--- config.mk ---
export PLATFORM = sky130hd
export DESIGN_NAME = wave_capture_flat
export DESIGN_NICKNAME = d
export VERILOG_FILES = /design/src/rtl/wave_capture_if.sv /design/src/rtl/wave_capture.sv /design/src/flat_wrapper.sv
export SDC_FILE = /design/constraint.sdc
export NUM_CORES = 1
export LEC_CHECK = 0
export BUFFER_PORTS_ARGS = -buffer_cell sky130_fd_sc_hd__buf_2
export CORE_AREA = 2 2 75 70
export CTS_CLUSTER_SIZE = 8
export DETAILED_ROUTE_END_ITERATION = 16
export DIE_AREA = 0 0 77 72
export PLACE_DENSITY = 0.74
export SYNTH_ARGS = -nofsm -noshare
export SYNTH_HDL_FRONTEND = slang
export SYNTH_SLANG_ARGS = --single-unit
export TNS_END_PERCENT = 1
--- constraint.sdc ---
create_clock -name clk -period 2.3 [get_ports clk]
set_clock_uncertainty 0.1 [all_clocks]
set_input_delay 0.46 -clock clk [delete_from_list [all_inputs] [get_ports clk]]
set_output_delay 0.46 -clock clk [all_outputs]
set_load 0.01 [all_outputs]
--- src/rtl/wave_capture_if.sv ---
// rtl/wave_capture_if.sv - sample stream, display status and RAM write bundle for wave_capture
interface wave_capture_if;
  logic        new_sample_ready;
  logic [15:0] new_sample_in;
  logic        wave_display_idle;
  logic [8:0]  write_address;
  logic        write_enable;
  logic [7:0]  write_sample;
  logic        read_index;
  logic [1:0]  capture_state;

  // capture block side
  modport master (
    input  new_sample_ready,
    input  new_sample_in,
    input  wave_display_idle,
    output write_address,
    output write_enable,
    output write_sample,
    output read_index,
    output capture_state
  );

  // sample source / display / RAM side
  modport slave (
    output new_sample_ready,
    output new_sample_in,
    output wave_display_idle,
    input  write_address,
    input  write_enable,
    input  write_sample,
    input  read_index,
    input  capture_state
  );
endinterface

--- src/rtl/wave_capture.sv ---
// rtl/wave_capture.sv - zero-crossing triggered capture into the idle half of a double-buffered sample RAM
module wave_capture #(
  parameter int unsigned AUTO_TIMEOUT = 1024
) (
  input  logic           clk,
  input  logic           reset_n,
  wave_capture_if.master bus
);

  typedef enum logic [1:0] {
    ARMED  = 2'd0,
    ACTIVE = 2'd1,
    WAIT   = 2'd2
  } state_t;

  localparam bit          TIMEOUT_EN   = (AUTO_TIMEOUT != 0);
  localparam logic [15:0] TIMEOUT_LAST = 16'(AUTO_TIMEOUT - 1);

  state_t      state_q, state_d;
  logic [7:0]  offset_q, offset_d;
  logic [15:0] timeout_q, timeout_d;
  logic [15:0] prev_q;
  logic        read_index_q, read_index_d;
  logic        we_q, we_d;
  logic [8:0]  wa_q, wa_d;
  logic [7:0]  ws_q, ws_d;

  logic        strobe;
  logic        crossing;
  logic        forced;
  logic [7:0]  conv;

  assign strobe   = bus.new_sample_ready;
  assign crossing = prev_q[15] & ~bus.new_sample_in[15];
  assign forced   = TIMEOUT_EN && (timeout_q == TIMEOUT_LAST);
  // 127 - s for the top byte: flipping the low seven bits maps +127 to the top line
  assign conv     = {bus.new_sample_in[15], ~bus.new_sample_in[14:8]};

  // previous sample tracks every strobe regardless of state so crossings are seen right after re-arming
  always_ff @(posedge clk or negedge reset_n) begin
    if (!reset_n) begin
      prev_q <= '0;
    end else if (strobe) begin
      prev_q <= bus.new_sample_in;
    end
  end

  // state, counters and registered RAM write port
  always_ff @(posedge clk or negedge reset_n) begin
    if (!reset_n) begin
      state_q      <= ARMED;
      offset_q     <= '0;
      timeout_q    <= '0;
      read_index_q <= 1'b0;
      we_q         <= 1'b0;
      wa_q         <= '0;
      ws_q         <= '0;
    end else begin
      state_q      <= state_d;
      offset_q     <= offset_d;
      timeout_q    <= timeout_d;
      read_index_q <= read_index_d;
      we_q         <= we_d;
      wa_q         <= wa_d;
      ws_q         <= ws_d;
    end
  end

  // next-state: trigger in ARMED, fill 256 slots in ACTIVE, swap halves once the display is idle
  always_comb begin
    state_d      = state_q;
    offset_d     = offset_q;
    timeout_d    = timeout_q;
    read_index_d = read_index_q;
    we_d         = 1'b0;
    wa_d         = wa_q;
    ws_d         = ws_q;
    case (state_q)
      ARMED: begin
        if (strobe) begin
          if (crossing || forced) begin
            we_d     = 1'b1;
            wa_d     = {~read_index_q, 8'd0};
            ws_d     = conv;
            offset_d = 8'd1;
            state_d  = ACTIVE;
          end else begin
            timeout_d = timeout_q + 16'd1;
          end
        end
      end
      ACTIVE: begin
        if (strobe) begin
          we_d     = 1'b1;
          wa_d     = {~read_index_q, offset_q};
          ws_d     = conv;
          offset_d = offset_q + 8'd1;
          if (offset_q == 8'hFF) begin
            state_d = WAIT;
          end
        end
      end
      WAIT: begin
        // the swap is the only action here; a coincident strobe is not written
        if (bus.wave_display_idle) begin
          read_index_d = ~read_index_q;
          timeout_d    = '0;
          offset_d     = '0;
          state_d      = ARMED;
        end
      end
      default: begin
        state_d = ARMED;
      end
    endcase
  end

  assign bus.write_enable  = we_q;
  assign bus.write_address = wa_q;
  assign bus.write_sample  = ws_q;
  assign bus.read_index    = read_index_q;
  assign bus.capture_state = state_q;

endmodule

--- src/flat_wrapper.sv ---
// flat-port wrapper written by rule: the top's interface ports become plain ports
module wave_capture_flat 
#(
  parameter int unsigned AUTO_TIMEOUT = 1024
)
  (clk, reset_n, bus_new_sample_ready, bus_new_sample_in, bus_wave_display_idle, bus_write_address, bus_write_enable, bus_write_sample, bus_read_index, bus_capture_state);
  wave_capture_if bus_i ();
  input  logic clk;
  input  logic reset_n;
  input wire logic [$bits(bus_i.new_sample_ready)-1:0] bus_new_sample_ready;
  input wire logic [$bits(bus_i.new_sample_in)-1:0] bus_new_sample_in;
  input wire logic [$bits(bus_i.wave_display_idle)-1:0] bus_wave_display_idle;
  output wire logic [$bits(bus_i.write_address)-1:0] bus_write_address;
  output wire logic [$bits(bus_i.write_enable)-1:0] bus_write_enable;
  output wire logic [$bits(bus_i.write_sample)-1:0] bus_write_sample;
  output wire logic [$bits(bus_i.read_index)-1:0] bus_read_index;
  output wire logic [$bits(bus_i.capture_state)-1:0] bus_capture_state;
  assign bus_i.new_sample_ready = bus_new_sample_ready;
  assign bus_i.new_sample_in = bus_new_sample_in;
  assign bus_i.wave_display_idle = bus_wave_display_idle;
  assign bus_write_address = bus_i.write_address;
  assign bus_write_enable = bus_i.write_enable;
  assign bus_write_sample = bus_i.write_sample;
  assign bus_read_index = bus_i.read_index;
  assign bus_capture_state = bus_i.capture_state;
  wave_capture #(.AUTO_TIMEOUT(AUTO_TIMEOUT)) u_core (.clk(clk), .reset_n(reset_n), .bus(bus_i));
endmodule
==> results.md <==
- Adder-Cell Fraction of Synth Area: about 3.2%
- Worst-path fanout max: 32
- Syn avg cell area: 9.21 um2
- DRC viols: 0
- Routed WL: 4680 um
- Internal Power: approximately 1.8 mW
- Mux share of post-synthesis cell area: between 2 and 3%
- Sequential area share after synthesis: between 40% and 50%
- Hold_ws: around 0.12 ns
- Die width: around 77 um
- Initial antenna violation count: 0
- Final HPWL DP: approximately 3300 um
- CTS Root Cell: clkbuf_8
- Mapped Cells: around 250
- Largest net degree at the start of global routing: 47
- Die Footprint: between 0.005 and 0.006 mm2
- Mapped Area: between 0.002 and 0.0025 mm2
- Core Rows: 24
- Min cycle time layout: roughly 2.1 ns
- Final setup TNS: 0 ns
- Rel. slew slack: about three fifths
- Commonest non-fill, non-tap cells in the layout: 46 x dfrtp_1, 45 x nand2_1, 44 x o21ai_0, 32 x buf_2, 19 x buf_4
- Top Metal Used: met4
- Chip height: just over 70 um
- H-tree levels: 2
- Util after Layout: a little under 60%
- DRT iter0 DRCs: roughly 190
- Req. time, crit path: ~2.4 ns
- Switching Share: a little over a third
- Placed cells: 357
- Drt first pass iters: 4
- CP startpoint kind: register
- Synth Area in Compound Gates: roughly 17%
- Pwr/cell area: 1010 mW/mm2
- Clk sink count: 46
- Drt wl/cell: about 13 um
- Metal2 WL: around 2000 um
- Fin. Hold Viols: 0
- Outcome: complete, no violations
- # diodes: 0
- Worst skew pair latency: 0.30 ns
- WL met3: between 200 and 250 um
- Class of the worst hold path: in -> async
- Number of hold buffers added after CTS: 0
- Grt ovf: 0
- Pre-CTS WS: between 0.005 and 0.006 ns
- PortBufs: 32
- Clk buf depth: 2
- Synthesized flop and latch total: 46
- Flop pwr share: about two fifths
- CP Capture Type: register
- Synthesis Warnings: 0
- DRT met1 WL: 2330 um
- Xor/xnor share of the synthesized area: less than 1%
- Max_cap viols: 0
- Syn nets: around 280
- Post-route setup slack: between 0.15 and 0.2 ns
- Nets@finish: approximately 330
- Starting Density: between 40 and 50%
- Yosys cell types: 42
- Fraction of layout cells with a size suffix above 1: 23.7%
- Boundary pin count: 41
- Total GRT Usage: between 10% and 20%
- Remaining antenna violation count: 0
- Tcrit/Tclk final: between 90% and 100%
- Psw: 1.01 mW
- Vias in the first global route: about 1.7k
- Combinational Power Share: approximately 37%
- Fmax: between 400 and 500 MHz
- Synth Area in Simple Gates: 23.1%
- Largest family of logic cells by synthesized area: simple AND/OR/NAND/NOR gates
- Worst-path clk slew: around 0.090 ns
- CORE AREA: around 0.0047 mm2
- Peak VDD IR: 0.641 mV
- Via density: 5.47
- Final Slew Violations: 0
- P_leak: about 1.2 nW
- Final setup fails: 0
- RSZ-0062 raised after global routing: no
- Clock power share: between 20% and 30%
- Detailed-route via count: 1995
- Setup Fix Bufs, Post-CTS: 0
- First-pass GRT wire length: between 7000 and 8000 um
- TritonCTS Buffers: 5
- Non-filler cells, final: around 370
- Most common cell after layout, fill and taps aside: dfrtp_1
- Slew @ Worst Pin: ~0.57 ns
- Critical path arrival: about 2.2 ns
- Post-CTS resize count: 1
- CTS tree: done
- Critical setup path kind: reg -> reg
- Synth-to-Final Area Change: 19.0%
- Placer Congestion: 0.860
## synthesized netlist by cell type (all sizes together)
master	count	area (um2)
or4	1	7.51
nor3	2	10.0
a21oi	8	40.0
o211ai	1	7.51
mux2i	2	20.0
buf	8	51.3
nand4	8	50.1
nor2	10	37.5
and3	5	31.3
a22oi	1	7.51
nor2b	3	18.8
xnor2	1	8.76
nand2	45	169
nor4	3	18.8
o21ai	46	245
and2	1	6.26
nor4bb	1	10.0
and4	3	26.3
a211o	1	8.76
or3	3	18.8
ha	6	75.1
o221ai	1	15.0
or4b	1	10.0
mux2	4	45.0
nand2b	2	12.5
a41oi	1	8.76
nand3	16	80.1
inv	6	22.5
o31ai	3	22.5
nor3b	1	7.51
a31oi	3	18.8
o21ba	1	10.0
o21a	1	7.51
nand4b	1	8.76
o22a	1	8.76
dfrtp	46	1150
clkbuf	3	11.3
or2	2	12.5
## cells by family (layout without fill, tap and decap cells)
family / count (synthesis) / after routing
simple gates: 108 / 108
compound gates: 68 / 68
flops: 46 / 46
buf+inv: 17 / 65
fa+ha+maj: 6 / 6
mux: 6 / 6
xor+xnor: 1 / 1
## power by group through the flow
| stage | logic, mW | registers, mW | clock network [mW] |
|---|---|---|---|
| 4_1_cts | 1.03 | 1.17 | 0.607 |
| 2_1_floorplan | 0.550 | 1.24 | 0 |
| 6_report | 1.02 | 1.17 | 0.591 |
| 3_5_place_dp | 1.02 | 1.18 | 0 |
| 3_3_place_gp | 1.01 | 1.18 | 0 |
| 5_1_grt | 1.15 | 1.20 | 0.643 |
## cell type report
type                       count  area (um2)
fill                         440        1980
timing repair buffer          51         303
tap                           65        81.3
inverter                       6        22.5
clock buffer                   6        72.6
sequential                    46        1150
multi-input combinational    189        1090
clock inverter                 2        37.5
## final timing paths
path / from / end / slack, ns / cells after the start
min reg2reg: u_core.bus.write_address[2] / u_core.bus.write_address[2] / 0.38 / 2
max reg2reg: u_core.timeout_q[0] / u_core.bus.write_address[7] / 0.16 / 7
max: u_core.timeout_q[0] / u_core.bus.write_address[7] / 0.16 / 7
min: reset_n / u_core.offset_q[2] / 0.12 / 2
min in group clk: bus_new_sample_in[8] / u_core.bus.write_sample[0] / 0.24 / 2
max in group asynchronous: reset_n / u_core.timeout_q[13] / 1.60 / 2
## per-layer routing
layer | vias to the layer above | GRT usage [%]
met5 | - | 0
met4 | 0 | 7.14
met3 | 5 | 2.86
met2 | 61 | 28.5
met1 | 927 | 25.1
li1 | 1002 | -
## critical path: stages, from the launching register on
cell and delay [ns]:
dfrtp_1 0.39, ha_1 0.21, and3_1 0.20, and4_2 0.29
buf_4 0.17, o221ai_2 0.19, buf_4 0.32, o21ai_0 0.14
## state kept, by name (all words and copies together), names as in the netlist
| name | flops |
|---|---|
| u_core.bus.write_sample | 8 |
| u_core.offset_q | 8 |
| u_core.bus.write_enable | 1 |
| u_core.timeout_q | 16 |
| u_core.bus.read_index | 1 |
| u_core.prev_q | 1 |
| u_core.bus.write_address | 9 |
| u_core.bus.capture_state | 2 |
## per-stage QoR
stage	area, um2	power [mW]
2_1_floorplan	2320	1.79
3_3_place_gp	2640	2.19
3_5_place_dp	2640	2.21
4_1_cts	2760	2.80
5_1_grt	2760	3.00
6_report	2760	2.78
Power figures use the tool's default switching activity.
